$ cat config.mk
export PLATFORM = sky130hd
export DESIGN_NAME = m0_serializer
export DESIGN_NICKNAME = d
export VERILOG_FILES = /design/src/rtl/m0_serializer.sv
export SDC_FILE = /design/constraint.sdc
export NUM_CORES = 1
export LEC_CHECK = 0
export CAP_MARGIN = 20
export CORE_ASPECT_RATIO = 1.4
export CORE_MARGIN = 3
export CORE_UTILIZATION = 54
export DETAILED_ROUTE_END_ITERATION = 8
export PLACE_DENSITY = 0.86
export SETUP_SLACK_MARGIN = 0.3
export SLEW_MARGIN = 5
export SYNTH_ARGS = -nofsm -noshare
export SYNTH_HDL_FRONTEND = slang
export SYNTH_SLANG_ARGS = --single-unit
$ cat constraint.sdc
create_clock -name clk -period 3.1 [get_ports clk]
set_clock_uncertainty 0.15 [all_clocks]
set_input_delay 0.62 -clock clk [delete_from_list [all_inputs] [get_ports clk]]
set_output_delay 0.62 -clock clk [all_outputs]
set_load 0.02 [all_outputs]
$ cat src/rtl/m0_serializer.sv
// rtl/m0_serializer.sv - parallel-in/serial-out word transmitter, LSB first, with inter-word gap
module m0_serializer #(
    parameter int WIDTH    = 16,
    parameter int DIV      = 1,
    parameter int GAP_BITS = 1
) (
    input  logic             clk,
    input  logic             rst,
    input  logic [WIDTH-1:0] data_in,
    input  logic             valid,
    output logic             ready,
    output logic             sout,
    output logic             frame,
    output logic             busy,
    output logic             done
);

    localparam int BW = $clog2(WIDTH);
    localparam int DW = (DIV > 1) ? $clog2(DIV) : 1;
    localparam int GW = (GAP_BITS > 1) ? $clog2(GAP_BITS) : 1;
    localparam logic [BW-1:0] BIT_MAX = BW'(WIDTH - 1);
    localparam logic [DW-1:0] DIV_MAX = DW'(DIV - 1);
    localparam logic [GW-1:0] GAP_MAX = GW'((GAP_BITS > 0) ? GAP_BITS - 1 : 0);

    typedef enum logic [1:0] {IDLE = 2'd0, SHIFT = 2'd1, GAP = 2'd2} state_t;

    state_t           state, next_state;
    logic [WIDTH-1:0] shreg;
    logic [BW-1:0]    bit_cnt;
    logic [DW-1:0]    div_cnt;
    logic [GW-1:0]    gap_cnt;
    logic             div_last, bit_last, gap_last;
    logic             sout_d, frame_d, ready_d, busy_d, done_d;

    assign div_last = (div_cnt == DIV_MAX);
    assign bit_last = (bit_cnt == BIT_MAX);
    assign gap_last = (gap_cnt == GAP_MAX);

    always_ff @(posedge clk or posedge rst) begin
        if (rst) state <= IDLE;
        else     state <= next_state;
    end

    always_comb begin
        next_state = state;
        case (state)
            IDLE:  if (valid) next_state = SHIFT;
            SHIFT: if (div_last && bit_last) next_state = (GAP_BITS > 0) ? GAP : IDLE;
            GAP:   if (div_last && gap_last) next_state = IDLE;
            default: next_state = IDLE;
        endcase
    end

    // Outputs are computed for the upcoming cycle so every port comes straight from a flop.
    always_comb begin
        frame_d = (next_state == SHIFT);
        ready_d = (next_state == IDLE);
        busy_d  = ~ready_d;
        done_d  = (state == SHIFT) && (next_state != SHIFT);
        sout_d  = 1'b0;
        if (frame_d) begin
            if (state == IDLE) sout_d = data_in[0];
            else               sout_d = div_last ? shreg[1] : shreg[0];
        end
    end

    always_ff @(posedge clk or posedge rst) begin
        if (rst) begin
            shreg   <= '0;
            bit_cnt <= '0;
            div_cnt <= '0;
            gap_cnt <= '0;
            sout    <= 1'b0;
            frame   <= 1'b0;
            ready   <= 1'b1;
            busy    <= 1'b0;
            done    <= 1'b0;
        end else begin
            sout  <= sout_d;
            frame <= frame_d;
            ready <= ready_d;
            busy  <= busy_d;
            done  <= done_d;
            case (state)
                IDLE: begin
                    if (valid) shreg <= data_in;
                    bit_cnt <= '0;
                    div_cnt <= '0;
                    gap_cnt <= '0;
                end
                SHIFT: begin
                    if (div_last) begin
                        div_cnt <= '0;
                        shreg   <= shreg >> 1;
                        bit_cnt <= bit_last ? '0 : bit_cnt + BW'(1);
                    end else begin
                        div_cnt <= div_cnt + DW'(1);
                    end
                end
                GAP: begin
                    if (div_last) begin
                        div_cnt <= '0;
                        gap_cnt <= gap_last ? '0 : gap_cnt + GW'(1);
                    end else begin
                        div_cnt <= div_cnt + DW'(1);
                    end
                end
                default: begin
                    div_cnt <= '0;
                    bit_cnt <= '0;
                    gap_cnt <= '0;
                end
            endcase
        end
    end

endmodule

# Word level (Yosys, flattened, before mapping)
# Cells that the tools add are included.
totals:
  register_bits: 29
op_classes:
  addsub: 3
  eq_ne: 8
  muxes: 18
  bitwise_logic: 5
  n_reduce_logical: 10
ops:
  columns: ["cell", "n"]
  rows:
  - ["$mux 16", 2]
  - ["$pmux 16 s2", 1]
  - ["$mux 4", 2]
  - ["$pmux 4 s2", 1]
  - ["$mux 1", 7]
  - ["$mux 2", 3]
  - ["$ne 2x2->1 const B", 3]
  - ["$pmux 2 s3", 1]
  - ["$not 1->1", 5]
  - ["$add 4x1->4 const B", 1]
  - ["$eq 2x1->1 const B", 2]
  - ["$eq 4x4->1 const B", 1]
  - ["$logic_not 2->1", 2]
  - ["$reduce_and 2->1", 2]
  - ["$logic_and 1x1->1", 3]
  - ["$reduce_and 3->1", 1]
  - ["$add 1x1->1 const B", 2]
  - ["$eq 2x2->1 const B", 1]
  - ["$ne 2x1->1 const B", 1]
  - ["$pmux 1 s2", 1]
  - ["$reduce_bool 2->1", 1]
  - ["$reduce_or 2->1", 1]

# Depth between registers and ports, before layout
# Gate-level depths: netlist of run 1.
logic_depth:
  word_depth: 6
  ltp_mapped: 5

# Least setup slack after synthesis of run 1
# No wires, ideal clock.
synth_path:
  path_kind: "input -> register"
  from: "input port valid"
  to: "register shreg[11]"
  setup_ps: 123
  t_arrival_ps: 1097
  setup_slack_ps: 1729
  stages: 4
  cell_sequence: "buf_2 > and3b_1 > a21oi_1 > o21ai_1"
synth_via:
  elab_chain_cells: 2
synth_lines:
  columns: ["item", "line", "source"]
  rows:
  - ["start: declaration", "10", "input logic valid,"]
  - ["$ne 2x2->1 (no line)", null, null]
  - ["$reduce_and 3->1 (no line)", null, null]
  - ["end signal: assignment", "86", "if (valid) shreg <= data_in;"]
  - ["end signal: assignment", "94", "shreg <= shreg >> 1;"]
  - ["end: declaration", "28", "logic [WIDTH-1:0] shreg;"]
# No other way between the ends.
# A chain may end at the register's enable or synchronous reset.

# Worst setup path in the final report of run 1
layout_path:
  from: "register ready"
  to: "output port ready"
layout_rtl:
  columns: ["item", "line", "source"]
  rows:
  - ["start: declaration", "11", "output logic ready,"]
  - ["start signal: assignment", "81", "ready <= ready_d;"]
# No word-level cell between the ends.

==> flow_metrics.env, run 1 <==
export IMPL_outcome="completed"
export IMPL_cts_htree_levels=1
export IMPL_portBuffers=23
export IMPL_synth_cells=121
export IMPL_start_util=0.5961
export IMPL_yosysWarnings=0
export IMPL_cp_required_ps=2330
export IMPL_wl_um=2433
export IMPL_drive_gt1_frac=0.07042
export IMPL_yosysSeqAreaShare=0.5349
export IMPL_vias=950
export IMPL_multi_input_area_um2=505.5
export IMPL_hold_class="register to register"
export IMPL_cp_end_kind="output pin"
export IMPL_cts_buffers=3
export IMPL_totalNegativeSetupSlack_ps=0
export IMPL_seqPwrFrac=0.504
export IMPL_hold_violations=0
export IMPL_placed_area_um2=1444
export IMPL_p_leak_nw=0.6300
export IMPL_finalCritPeriodShare=0.7108
export IMPL_ant_nets=0
export IMPL_setup_viol=0
export IMPL_final_nets=163
export IMPL_p_switching_uw=394.1
export IMPL_cts_resized=0
export IMPL_die_area_um2=2871
export IMPL_crit_arrival_ps=1430
export IMPL_n_antenna_cell=0
export IMPL_max_stage_delay_ps=590
export IMPL_crit_type="register to output pin"
export IMPL_die_w_um=46.15
export IMPL_area_growth_pct=20.64
export IMPL_worst_hold_startpoint="shreg[1]"
export IMPL_num_rows=19
export IMPL_cts_root_buf="clkbuf_4"
export IMPL_final_cell_mix="dfrtp_1, clkdlybuf4s50_1, nand2_1, o21ai_1, a22oi_1"
export IMPL_cp_slowest_cell="clkdlybuf4s50_1"
export IMPL_rsz0062_at_grt="false"
export IMPL_synthesis_area_um2=1219
export IMPL_final_core_util=0.7191
export IMPL_antenna_found_initial=0
export IMPL_path_max_fanout=1
export IMPL_core_um2=2044
export IMPL_cts_sinks=26
export IMPL_max_freq_mhz=453.8
export IMPL_grt_pass1_vias=953
export IMPL_fin_area_um2=1470
export IMPL_num_io_pins=24
export IMPL_final_common_cell="dfrtp_1"
export IMPL_clk_path_buf_depth=2
export IMPL_cp_cell_sequence="clkdlybuf4s50_1"
export IMPL_drt_iter0_markers=36
export IMPL_cellPowerDensity_nw_per_um2=748.7
export IMPL_vias_per_cell=5.828
export IMPL_cts_tree="done"
export IMPL_post_cts_buffers=0
export IMPL_seqCellArea_um2=651.9
export IMPL_irDropWorstVdd_uv=527.1
export IMPL_dpl_hpwl_um=1709
export IMPL_drcViolationCount=0
export IMPL_grt_util_all_layers=0.1927
export IMPL_grt_pass1_wl_um=4160
export IMPL_r2r_start="state[1]"
export IMPL_synthesis_nets=141
export IMPL_grt_max_degree=27
export IMPL_crit_family="buffers and inverters"
export IMPL_clk_pin_slew_ps=140
export IMPL_maxCapViolations=0
export IMPL_crit_start="ready"
export IMPL_fin_crit_ps=2204
export IMPL_postCtsHoldBufs=0
export IMPL_avgSynthCellArea_um2=10.07
export IMPL_routabilityCongestion=0.7911
export IMPL_clock_power_share=0.133
export IMPL_fill_cells=167
export IMPL_tightest_slew_ps=603.8
export IMPL_gr_total_overflow=0
export IMPL_die_y_um=62.21
export IMPL_ys_ff_latch=26
export IMPL_routedWlPerCell_um=14.93
export IMPL_swShare=0.3581
export IMPL_cp_start_kind="register"
export IMPL_synth_cell_types=30
export IMPL_p_int_uw=706.6
export IMPL_p_comb_frac=0.363
export IMPL_path_buf_inv=1
export IMPL_clk_latency_ps=320
export IMPL_max_slew_margin_rel=0.5974
export IMPL_p_total_mw=1.101
export IMPL_slew_violations=0
export IMPL_first_pass_iters=4
-- synthesized netlist by cell type --
master,n,share of area
a31o_1,1,0.0072
nand3b_1,1,0.0062
o22ai_1,1,0.0051
nand3_1,1,0.0041
a21oi_2,1,0.0072
inv_1,2,0.0062
dfstp_2,1,0.022
a21boi_1,1,0.0062
o21bai_2,1,0.0092
nor2_1,1,0.0031
o32ai_1,1,0.0072
and3b_1,2,0.014
o21ai_0,3,0.012
and3_1,1,0.0051
and2_1,2,0.010
xnor2_1,1,0.0072
a22oi_1,12,0.074
a21oi_1,11,0.045
dfrtp_1,25,0.51
ha_1,1,0.010
nand2_1,14,0.043
nor2b_1,10,0.051
o31ai_1,1,0.0062
buf_2,7,0.029
o21ai_1,14,0.057
buf_6,1,0.0092
nand2b_1,1,0.0051
a21o_1,1,0.0062
buf_4,1,0.0062
nor2b_4,1,0.011
-- worst min-delay path: cells and delay by family (launching register included) --
kind            cells  cell delay (ps)
flops               1              370
simple gates        1               50
compound gates      1               60
-- power groups by stage --
stage	registers (mW)	clock network [mW]	logic (mW)
4_1_cts	0.554	0.150	0.405
3_3_place_gp	0.553	0	0.385
3_5_place_dp	0.560	0	0.404
5_1_grt	0.571	0.166	0.459
6_report	0.555	0.146	0.400
2_1_floorplan	0.545	0	0.303
-- stage by stage --
step / instances / worst slack [ps] / hold slack [ps]
final: 163 / 896.4 / 355.8
after global routing: 163 / 845.7 / 389.7
after CTS: 163 / 880.6 / 357.6
after detailed placement: 159 / 713.6 / 326.8
after global placement: 159 / 778.2 / 319.0
after floorplan: 121 / 1729 / 299.2
-- state kept, by name, indices dropped and copies added (netlist names) --
name     cells
shreg       15
bit_cnt      4
state        2
busy         1
done         1
frame        1
ready        1
sout         1
-- layer usage --
| metal | wire [um] | global-route usage | part of all wire | vias up |
|---|---|---|---|---|
| met2 | 1277 | 0.3121 | 0.52 | 19 |
| met5 | 0 | 0 | 0 | - |
| met4 | 27 | 0.08897 | 0.011 | 0 |
| met1 | 1033 | 0.2424 | 0.42 | 462 |
| met3 | 94 | 0.02601 | 0.039 | 2 |
| li1 | - | - | - | 467 |
-- kinds of logic (layout without fill, tap and decap cells) --
kind of cell    Yosys count  in the layout  share of synthesized area
compound gates           48             48                     0.2433
simple gates             34             34                     0.1540
flops                    26             26                     0.5349
buf+inv                  11             32                    0.05031
fa+ha+maj                 1              1                    0.01027
xor+xnor                  1              1                   0.007188
-- worst paths after layout --
| kind | to | slack [ps] | depth (start not counted) |
|---|---|---|---|
| setup / recovery | ready | 900 | 1 |
| hold / removal | shreg[1] | 360 | 2 |
| setup reg to reg | shreg[9] | 1400 | 3 |
| hold reg to reg | shreg[1] | 360 | 2 |
| max in group asynchronous | ready | 2010 | 3 |
| min in group asynchronous | shreg[3] | 480 | 3 |
-- area by class of cell --
class                      instances  area share
timing repair buffer              26      0.1719
clock buffer                       4     0.01787
inverter                           2    0.005106
multi-input combinational         84      0.3438
sequential                        26      0.4434
tap                               21     0.01787
No activity file was read; power rests on OpenSTA's default activity.
==> inputs of run 2 (changes only) <==
- CORE_UTILIZATION: 54 -> 45
- PLACE_DENSITY: 0.86 -> 0.77
- clock period: 3.1 -> 1.85 ns (I/O delays scaled with it)
==> flow_metrics.env, run 2 (synthesis gave the netlist of run 1 again) <==
export IMPL_cp_required_ps=1330
export IMPL_n_antenna_cell=0
export IMPL_area_growth_pct=26.80
export IMPL_clk_pin_slew_ps=140
export IMPL_drt_iter0_markers=30
export IMPL_hold_ws_ps=227.2
export IMPL_irDropWorstVdd_uv=852.1
export IMPL_p_total_mw=2.016
export IMPL_path_max_fanout=1
export IMPL_first_pass_iters=4
export IMPL_pre_cts_slack_ps=-129.5
export IMPL_dpl_hpwl_um=1813
export IMPL_antenna_found_initial=0
export IMPL_grt_pass1_wl_um=4450
export IMPL_drcViolationCount=0
export IMPL_final_cell_mix="dfrtp_1, clkdlybuf4s50_1, nand2_1, o21ai_1, a22oi_1"
export IMPL_rsz0062_at_grt="true"
export IMPL_maxCapViolations=0
export IMPL_met3_length_um=123
export IMPL_cts_htree_levels=1
export IMPL_regMostFlops="shreg"
export IMPL_cts_sinks=26
export IMPL_largest_reg_flops=15
export IMPL_slew_violations=0
export IMPL_cp_end_kind="output pin"
export IMPL_r2r_start="bit_cnt[0]"
export IMPL_worstReg2RegEnd="sout"
export IMPL_max_slew_margin_rel=0.7188
export IMPL_outcome="completed"
export IMPL_postCtsHoldBufs=0
export IMPL_finalCritPeriodShare=0.8186
export IMPL_routabilityCongestion=0.7514
export IMPL_cp_cell_sequence="buf_4"
export IMPL_cts_tree="done"
export IMPL_crit_arrival_ps=990
export IMPL_num_io_pins=24
export IMPL_core_um2=2496
export IMPL_wl_um=2567
export IMPL_vias=981
export IMPL_top_regs="shreg (15), bit_cnt (4), state (2)"
export IMPL_hold_class="input pin to asynchronous set/reset pin"
export IMPL_clk_path_buf_depth=2
export IMPL_fin_crit_ps=1514
export IMPL_cts_root_buf="clkbuf_4"
export IMPL_final_common_cell="dfrtp_1"
export IMPL_tightest_slew_ps=421.7
export IMPL_start_util=0.4882
export IMPL_routedWlPerCell_um=14.18
export IMPL_portBuffers=23
export IMPL_max_freq_mhz=660.4
export IMPL_ant_nets=0
export IMPL_wl_met2_um=1239
export IMPL_max_stage_delay_ps=550
export IMPL_vias_per_cell=5.420
export IMPL_r2r_slack_ps=380
export IMPL_cts_buffers=3
export IMPL_die_y_um=67.58
export IMPL_grt_pass1_vias=973
export IMPL_crit_family="flip-flops"
export IMPL_cp_slowest_cell="dfstp_2"
export IMPL_setup_viol=0
export IMPL_path_buf_inv=1
export IMPL_drt_met1_wl_um=1188
export IMPL_reg2reg_depth=4
export IMPL_cp_start_kind="register"
export IMPL_num_rows=21
export IMPL_crit_type="register to output pin"
export IMPL_die_w_um=49.98
export IMPL_p_leak_nw=0.6720
export IMPL_cellPowerDensity_nw_per_um2=1305
export IMPL_gr_total_overflow=0
export IMPL_final_nets=168
export IMPL_fin_ws_ps=335.7
export IMPL_maxUsedRoutingLayer="met4"
export IMPL_grt_max_degree=27
export IMPL_hold_violations=0
export IMPL_drive_gt1_frac=0.1497
export IMPL_grt_util_all_layers=0.1697
export IMPL_clk_latency_ps=320
export IMPL_die_area_um2=3377
==> run 2: cell count changes in the layout (fill, tap and decap cells not counted) <==
cell,delta
a21boi_2,+1
nor2b_1,-1
clkbuf_2,+2
a21boi_1,-1
clkdlybuf4s50_1,-5
and3_2,+1
buf_4,+6
bufinv_16,+1
nor2b_2,+1
clkdlybuf4s15_1,+2
clkbuf_1,-1
and3_1,-1
==> run 2: worst max-delay path by stage <==
stage                     from        to  slack, ps  cells after the start
floorplan           bit_cnt[0]      sout        490                      4
global placement         valid  shreg[8]        -30                      4
detailed placement       valid  shreg[9]       -130                      4
CTS                      ready     ready        130                      1
global route             ready     ready        290                      1
finish                   ready     ready        340                      1
==> run 2: per-layer routing <==
| layer | GRT usage | up-vias |
|---|---|---|
| li1 | - | 479 |
| met2 | 0.2810 | 26 |
| met1 | 0.2260 | 474 |
| met3 | 0.02649 | 2 |
| met5 | 0 | - |
| met4 | 0.05536 | 0 |
==> run 2: power breakdown <==
part / switching (mW) / internal, mW / total (mW)
clock: 0.162 / 0.219 / 0.381
sequential: 0.135 / 0.763 / 0.898
combinational: 0.381 / 0.357 / 0.737
==> run 2: final cells by class <==
| cell class | instances | area, um2 |
|---|---|---|
| Multi-Input combinational cell | 84 | 513.0 |
| Fill cell | 219 | 950.9 |
| Sequential cell | 26 | 651.9 |
| Tap cell | 34 | 42.54 |
| Clock buffer | 3 | 22.52 |
| Clock inverter | 1 | 30.03 |
| Timing Repair Buffer | 31 | 277.8 |
| Inverter | 2 | 7.507 |
==> run 2: what timing repair did <==
action,CTS,global route
setup buffers,0,1
gates resized for setup,7,11
pin swaps,0,0
endpoints found under the setup margin,13,6
==> run 2: stage by stage <==
| step | instances | cell area [um2] | utilization | setup TNS, ps |
|---|---|---|---|---|
| floorplan | 121 | 1219 | - | 0 |
| global placement | 176 | 1490 | 0.5970 | -80.65 |
| detailed placement | 176 | 1490 | 0.5970 | -748.3 |
| CTS | 180 | 1540 | 0.6170 | 0 |
| global route | 181 | 1545 | 0.6190 | 0 |
| finish | 181 | 1545 | 0.6190 | 0 |
==> inputs of run 3 (changes only) <==
- clock period: 1.85 -> 1.35 ns (I/O delays scaled with it)
==> flow_metrics.env, run 3 (synthesis gave the netlist of run 1 again) <==
export IMPL_outcome="finished with violations"
export IMPL_violations="negative setup slack"
export IMPL_slew_violations=0
export IMPL_cp_required_ps=930
export IMPL_seqCellArea_um2=654.4
export IMPL_area_growth_pct=63.35
export IMPL_final_nets=188
export IMPL_drt_iter0_markers=28
export IMPL_num_io_pins=24
export IMPL_wl_um=3580
export IMPL_cellPowerDensity_nw_per_um2=1749
export IMPL_grt_use_met1=0.2585
export IMPL_finalCritPeriodShare=1.035
export IMPL_cts_buffers=3
export IMPL_cp_cell_sequence="buf_6"
export IMPL_start_util=0.4882
export IMPL_max_freq_mhz=715.5
export IMPL_seqPwrFrac=0.375
export IMPL_die_area_um2=3377
export IMPL_multi_input_area_um2=700.7
export IMPL_cts_sinks=26
export IMPL_drcViolationCount=0
export IMPL_core_um2=2496
export IMPL_grt_util_all_layers=0.2158
export IMPL_dp_cells=180
export IMPL_vias_per_cell=5.766
export IMPL_busiest_layer="met2"
export IMPL_regMostFlops="shreg"
export IMPL_vias=1159
export IMPL_fin_ws_ps=-47.70
export IMPL_setup_viol=2
export IMPL_final_cell_mix="dfrtp_1, clkdlybuf4s50_1, o21ai_1, buf_6, nand2_1"
export IMPL_grt_use_met3=0.03532
export IMPL_postCtsHoldBufs=0
export IMPL_ant_nets=0
export IMPL_die_w_um=49.98
export IMPL_path_max_fanout=1
export IMPL_cp_start_kind="register"
export IMPL_grt_pass1_wl_um=5506
export IMPL_tightest_slew_ps=257.8
export IMPL_irDropWorstVdd_uv=1365
export IMPL_totalNegativeSetupSlack_ps=-56.60
export IMPL_grt_pass1_vias=1147
export IMPL_crit_arrival_ps=980
export IMPL_cp_slowest_cell="dfstp_2"
export IMPL_clk_pin_slew_ps=140
export IMPL_p_switching_mw=1.274
export IMPL_path_buf_inv=1
export IMPL_top_regs="shreg (15), bit_cnt (4), state (2)"
export IMPL_grt_max_degree=27
export IMPL_max_stage_delay_ps=550
export IMPL_first_pass_iters=4
export IMPL_cts_root_buf="clkbuf_4"
export IMPL_routabilityCongestion=0.7635
export IMPL_crit_type="register to output pin"
export IMPL_hold_violations=0
export IMPL_die_y_um=67.58
export IMPL_cp_end_kind="output pin"
export IMPL_clk_latency_ps=320
export IMPL_swShare=0.3658
export IMPL_p_int_mw=2.208
export IMPL_grt_use_met2=0.3807
export IMPL_num_rows=21
export IMPL_p_comb_frac=0.527
export IMPL_rsz0062_at_grt="true"
export IMPL_clk_path_buf_depth=2
export IMPL_fill_cells=145
export IMPL_crit_family="flip-flops"
export IMPL_drive_gt1_frac=0.4371
export IMPL_cts_tree="done"
export IMPL_max_slew_margin_rel=0.8278
export IMPL_final_cells=201
export IMPL_routedWlPerCell_um=17.81
export IMPL_largest_reg_flops=15
export IMPL_hold_class="input pin to asynchronous set/reset pin"
export IMPL_gr_total_overflow=0
export IMPL_r2r_slack_ps=-10
export IMPL_antenna_found_initial=0
export IMPL_maxCapViolations=0
export IMPL_n_antenna_cell=0
export IMPL_final_common_cell="dfrtp_1"
export IMPL_p_leak_nw=0.8549
export IMPL_portBuffers=23
export IMPL_fin_crit_ps=1398
export IMPL_clock_power_share=0.099
export IMPL_dpl_hpwl_um=1869
export IMPL_cts_htree_levels=1
==> run 3: cell types whose count changed in the layout (fill, tap and decap cells not counted), sizes merged <==
cell and change:
buf +21, bufinv -1, clkdlybuf4s15 -2, clkdlybuf4s50 -1, dlygate4sd2 +1, nor2b +1, o21bai +1
==> run 3: final timing paths <==
path	endpoint	cells past startpoint	startpoint
min in group clk	shreg[1]	2	shreg[1]
worst max-delay path	ready	1	ready
max in group asynchronous	ready	3	rst
worst max register to register	shreg[7]	5	state[1]
worst min-delay path	shreg[5]	3	rst
worst min register to register	shreg[1]	2	shreg[1]
==> run 3: area by class of cell <==
class	count	area share
Clock buffer	4	0.01320
Inverter	2	0.003771
Multi-Input combinational cell	86	0.3520
Sequential cell	26	0.3287
Tap cell	34	0.02137
Timing Repair Buffer	49	0.2810
==> run 3: per-layer routing <==
metal / vias up / routed length [um]
li1: 528 / -
met1: 578 / 1337
met2: 47 / 2020
met3: 6 / 159
met4: 0 / 62
met5: - / 0
==> run 3: what timing repair did <==
action	in CTS	in global routing
resized for setup	62	10
endpoints found under the hold margin	0	0
pin swaps	27	12
cloned	4	0
setup endpoints to repair	31	31
buffers inserted	8	5
==> run 3: per-stage QoR <==
stage,total power [mW],utilization,setup slack [ps],area [um2],hold slack [ps]
finish,3.482,0.7975,-47.70,1991,115.4
global route,3.689,0.7975,-102.9,1991,104.9
CTS,3.290,0.7599,-51.20,1897,120.6
detailed placement,2.462,0.6466,-368.8,1614,320.7
global placement,2.396,0.6466,-366.2,1614,318.8
floorplan,2.091,-,93.30,1296,159.2
==> run 3: power groups by stage <==
stage               Clock (mW)  Sequential [mW]  Combinational [mW]
CTS                      0.344             1.26                1.68
global placement             0             1.22                1.18
global route             0.396             1.34                1.96
finish                   0.344             1.30                1.83
floorplan                    0             1.26               0.826
detailed placement           0             1.24                1.22
